[config.mk]
export PLATFORM = sky130hd
export DESIGN_NAME = cmsdk_mcu_pad_in_cond
export DESIGN_NICKNAME = d
export VERILOG_FILES = /design/src/rtl/cmsdk_mcu_pad_in_cond.sv
export SDC_FILE = /design/constraint.sdc
export NUM_CORES = 1
export LEC_CHECK = 0
export CORE_MARGIN = 4
export CORE_UTILIZATION = 54
export DETAILED_ROUTE_END_ITERATION = 8
export GPL_ROUTABILITY_DRIVEN = 0
export PLACE_DENSITY = 0.77
export SLEW_MARGIN = 20
export SYNTH_ARGS = -nofsm -noshare
export SYNTH_HDL_FRONTEND = slang
export SYNTH_SLANG_ARGS = --single-unit
[constraint.sdc]
create_clock -name HCLK -period 1.63 [get_ports HCLK]
set_input_delay 0.326 -clock HCLK [delete_from_list [all_inputs] [get_ports HCLK]]
set_output_delay 0.326 -clock HCLK [all_outputs]
set_load 0.1 [all_outputs]
[src/rtl/cmsdk_mcu_pad_in_cond.sv]
`default_nettype none
//------------------------------------------------------------------------------
// Module      : cmsdk_mcu_pad_in_cond
// Description : Pad input conditioner. Two-flop synchroniser, optional per-bit
//               glitch filter with shared length, and registered single-cycle
//               rising/falling edge pulses on the filtered level.
// Revision    : 1.0 - initial release
//------------------------------------------------------------------------------
module cmsdk_mcu_pad_in_cond #(
  parameter int               WIDTH     = 16,
  parameter int               FILT_W    = 4,
  parameter logic [WIDTH-1:0] RESET_VAL = {WIDTH{1'b1}}
) (
  input  logic              HCLK,
  input  logic              HRESETn,
  input  logic [WIDTH-1:0]  pad_in,
  input  logic [WIDTH-1:0]  filt_en,
  input  logic [FILT_W-1:0] filt_len,
  output logic [WIDTH-1:0]  sync_out,
  output logic [WIDTH-1:0]  filt_out,
  output logic [WIDTH-1:0]  rise_pulse,
  output logic [WIDTH-1:0]  fall_pulse
);

  localparam logic [FILT_W-1:0] c_cnt_one  = {{(FILT_W-1){1'b0}}, 1'b1};
  localparam logic [FILT_W-1:0] c_cnt_zero = '0;

  logic [WIDTH-1:0]  r_s1;
  logic [WIDTH-1:0]  r_s2;
  logic [WIDTH-1:0]  r_f;
  logic [FILT_W-1:0] r_cnt [WIDTH];
  logic [WIDTH-1:0]  r_rise;
  logic [WIDTH-1:0]  r_fall;

  logic [WIDTH-1:0]  w_f_next;
  logic [FILT_W-1:0] w_cnt_next [WIDTH];

  // Next filtered level and stability count per bit. The count only advances
  // while s2 disagrees with f; reaching the length accepts the new level. The
  // >= compare keeps the counter bounded when the length is lowered mid-count.
  always_comb begin
    w_f_next = r_f;
    for (int i = 0; i < WIDTH; i++) begin
      w_cnt_next[i] = c_cnt_zero;
      if (!filt_en[i]) begin
        w_f_next[i] = r_s2[i];
      end else if (r_s2[i] != r_f[i]) begin
        if (r_cnt[i] >= filt_len) begin
          w_f_next[i] = r_s2[i];
        end else begin
          w_cnt_next[i] = r_cnt[i] + c_cnt_one;
        end
      end
    end
  end

  // Synchroniser, filter state and edge pulses. Level flops reset to the
  // pull-up level so no edge is seen across reset.
  always_ff @(posedge HCLK or negedge HRESETn) begin
    if (!HRESETn) begin
      r_s1   <= RESET_VAL;
      r_s2   <= RESET_VAL;
      r_f    <= RESET_VAL;
      r_rise <= '0;
      r_fall <= '0;
      for (int i = 0; i < WIDTH; i++) begin
        r_cnt[i] <= c_cnt_zero;
      end
    end else begin
      r_s1   <= pad_in;
      r_s2   <= r_s1;
      r_f    <= w_f_next;
      r_rise <= w_f_next & ~r_f;
      r_fall <= ~w_f_next & r_f;
      for (int i = 0; i < WIDTH; i++) begin
        r_cnt[i] <= w_cnt_next[i];
      end
    end
  end

  assign sync_out   = r_s2;
  assign filt_out   = r_f;
  assign rise_pulse = r_rise;
  assign fall_pulse = r_fall;

endmodule
`default_nettype wire
==> summary.md <==
| Metric | Value |
|---|---|
| Status | finished with violations |
| Failing checks | setup timing |
| DRC | 0 |
| Reg-to-Reg End | filt_out[0] |
| Final count of negative-setup-slack endpoints | 1 |
| Row cnt | 40 |
| CTS tree | done |
| Req. time, crit path | 1.97 ns |
| Worst-margin pin slew | 0.366 ns |
| CTS Buf Count | 17 |
| VDD IR-drop max | 1.21 mV |
| P_leak | ~0.0046 uW |
| Count of pins over their slew limit | 0 |
| Power Total | 12300 uW |
| Largest family of logic cells by synthesized area | simple AND/OR/NAND/NOR gates |
| Crit path capture | filt_out[5] |
| Share of cells above drive strength 1 | 35.2% |
| XOR/XNOR Fraction of Synth Area | 6.18% |
| Clk root buf | clkbuf_16 |
| Syn avg cell area | 12.6 um^2 |
| Post-DR wirelength/cell | 17.8 um |
| DRT Pass-1 Iters | 4 |
| CP delay by family, top | buffers and inverters |
| Pre-CTS setup slack | -0.660 ns |
| Clk buf depth | 2 |
| Final Util | 80.9% |
| Vias in the first global route | 5255 |
| Post-route ant nets | 0 |
| Reg2Reg Depth | 5 |
| Clk sinks | 144 |
| Setup Skew | 0.00610 ns |
| Slew HR | 75.6% |
| Crit path buffers/inverters | 3 |
| GR Util All Layers | a little under a quarter |
| Hold Crit Class | input pin to register |
| Setup_tns | -0.0231 ns |
| CP startpoint kind | input pin |
| Fmax achieved | 605 MHz |
| Largest net degree at the start of global routing | approximately 40 |
| PnR worst setup slack | -0.0231 ns |
| FF+latch area | roughly 0.0037 mm^2 |
| Period minus WS final | approximately 1.7 ns |
| WP depth | 8 |
| Largest fanout on the critical path | 8 |
| Port bufs | a little over 100 |
| Iter 0 DRT Violations | 183 |
| Placed Area | 0.00898 mm^2 |
| Dpl hpwl | 10200 um |
| Tcrit/Tclk final | 101% |
| Netlist cell types | 24 |
| Kind of critical path | input pin to register |
| CP cell instances | clkdlybuf4s15_1, clkinvlp_4, clkbuf_16, ha_2, nor4b_4, o21ai_2, nand2_1, mux2_1 |
| Warnings, synthesis | 0 |
| Fin. Hold Viols | 0 |
| Vias | 4703 |
| Worst-Skew Late Latency | 0.42 ns |
| Top FF cell, synth | dfrtp_1 |
| Seq/Total Area, Yosys | 53.9% |
| EDFF count, synth | 0 |
| Synth Area in Adders | about 15% |
| Critical Path Source | filt_len[3] |
| Mapped Area | approximately 0.0068 mm^2 |
| Placeable Area | 0.0122 mm^2 |
| Gr ovfl total | 0 |
| Crit path arrival time | 1.99 ns |
| Post-Route WL | between 15000 and 20000 um |
| H-Tree Depth | 4 |
| Global-route wire length before repair | 25400 um |
| Initial antenna violation count | 0 |
| Synth Area in Compound Gates | ~4.8% |
| Post-Synthesis Cells | 541 |
| Final net count | 814 |
| Mux cell area share after synthesis | under 10% |
| Die Height | around 120 um |
| Cell area after layout | between 0.009 and 0.01 mm^2 |
| Post-synth net total | roughly 660 |
| ANT cells | 0 |
| P&R area growth vs syn | 44.8% |
| Initial core utilization | 55.9% |
| CP peak stage delay | 0.34 ns |
| CP Capture Type | register |
| Ports | 102 |
| Async SR Flop Fraction | 100% |
| Yosys reg bits | about 140 |
| Max-Cap Viols | 0 |
| RR Startpoint | r_cnt[60] |
| Reg2Reg Setup Slack | approximately 0.050 ns |
| Worst-path clk slew | 0.06 ns |
| Die Footprint | roughly 0.014 mm^2 |
| CP max stage cell | mux2_1 |
| Fillers | between 600 and 700 |
| Vias/cell | 5.37 |
| Power Density | 1250 mW/mm^2 |
| Simple-gate share of the synthesized area | 15.8% |
| Multi-input logic area | 0.00320 mm^2 |
| Die width | 120 um |
[final cells by class]
cell class,instances,area share [%]
clock buffers,25,4.93
clock inverters,6,0.839
inverters,35,1.45
multi-input cells,362,32.5
flip-flops and latches,144,37.2
well taps,168,2.14
repair buffers,136,20.9
[synth_stat cells (11+ instances only)]
cell type,count,area (um^2)
a21bo_2,11,110
and3_1,16,100
dfrtp_1,96,2400
dfstp_2,48,1260
ha_1,80,1000
inv_1,35,131
mux2_1,13,146
nand2_1,17,63.8
nand3_1,16,80.1
nand3b_1,13,97.6
nor2_1,48,180
nor2b_1,13,81.3
nor3b_1,35,263
nor4b_2,13,195
o21ai_0,13,65.1
o21ai_1,11,55.1
xnor2_1,16,140
xor2_1,32,280
[kinds of logic (layout without fill, tap and decap cells)]
group,count (synthesis),count (layout)
AO/OA/AOI/OAI,45,45
multiplexers,16,16
XOR/XNOR,48,48
flip-flops,144,144
adder cells (fa/ha/maj),80,80
buffers and inverters,35,202
AND/OR/NAND/NOR,173,173
[sequential cells by signal (all words and copies together), names as in the netlist]
name        flops
r_cnt          64
fall_pulse     16
filt_out       16
r_s1           16
rise_pulse     16
sync_out       16
[placed cells by master, fill, tap and decap left out, types with 11 or more instances in the layout]
| cell | synthesis | routed |
|---|---|---|
| nor2b_1 | 13 | 13 |
| nor3b_2 | 0 | 12 |
| a21bo_2 | 11 | 11 |
| nand3b_1 | 13 | 13 |
| mux2_1 | 13 | 11 |
| inv_1 | 35 | 32 |
| nor2_1 | 48 | 48 |
| nor3b_1 | 35 | 23 |
| nand2_1 | 17 | 17 |
| clkdlybuf4s50_1 | 0 | 32 |
| and3_1 | 16 | 16 |
| dfstp_2 | 48 | 48 |
| ha_2 | 0 | 17 |
| dfrtp_1 | 96 | 96 |
| xnor2_1 | 16 | 16 |
| nand3_1 | 16 | 16 |
| o21ai_0 | 13 | 13 |
| ha_1 | 80 | 62 |
| xor2_1 | 32 | 32 |
| clkbuf_16 | 0 | 18 |
| buf_4 | 0 | 24 |
| buf_12 | 0 | 71 |
[stage by stage]
stage / instances / hold slack (ns)
after floorplan: 541 / 0.0304
after global placement: 834 / 0.247
after detailed placement: 834 / 0.248
after CTS: 874 / 0.296
after global routing: 876 / 0.295
final: 876 / 0.309
[repair_timing]
item / 4_1_cts / 5_1_grt
hold buffers: 1 / 0
endpoints found under the hold margin: 19 / 0
gates cloned: 3 / 0
endpoints found under the setup margin: 109 / 35
pin swaps: 11 / 9
gates resized for setup: 13 / 26
setup buffers: 5 / 2
[metal layers]
metal	part of all wire [%]	global-route usage (%)	wire, um	up-vias
met4	3.2	9.74	503	0
met1	39	25.6	6150	2343
met3	4.7	6.92	738	48
li1	-	-	-	2187
met2	53	39.4	8240	125
met5	0	0	0	-
[report_power, final]
group / switching [uW] / internal [uW] / total, uW / leakage [uW]
Combinational: 2360 / 1640 / 4000 / 0.00250
Clock: 1380 / 2360 / 3740 / 0.000277
Sequential: 489 / 4070 / 4560 / 0.00181
Total: 4240 / 8070 / 12300 / 0.00459
[worst min-delay path by stage]
stage	cells past startpoint	startpoint	endpoint
after floorplan	0	HRESETn	fall_pulse[0]
after global placement	1	HRESETn	rise_pulse[11]
after detailed placement	1	HRESETn	fall_pulse[11]
after CTS	1	pad_in[0]	r_s1[0]
after global routing	1	pad_in[10]	r_s1[10]
final	1	pad_in[0]	r_s1[0]
Note: power is estimated with default switching activity, not from simulation.
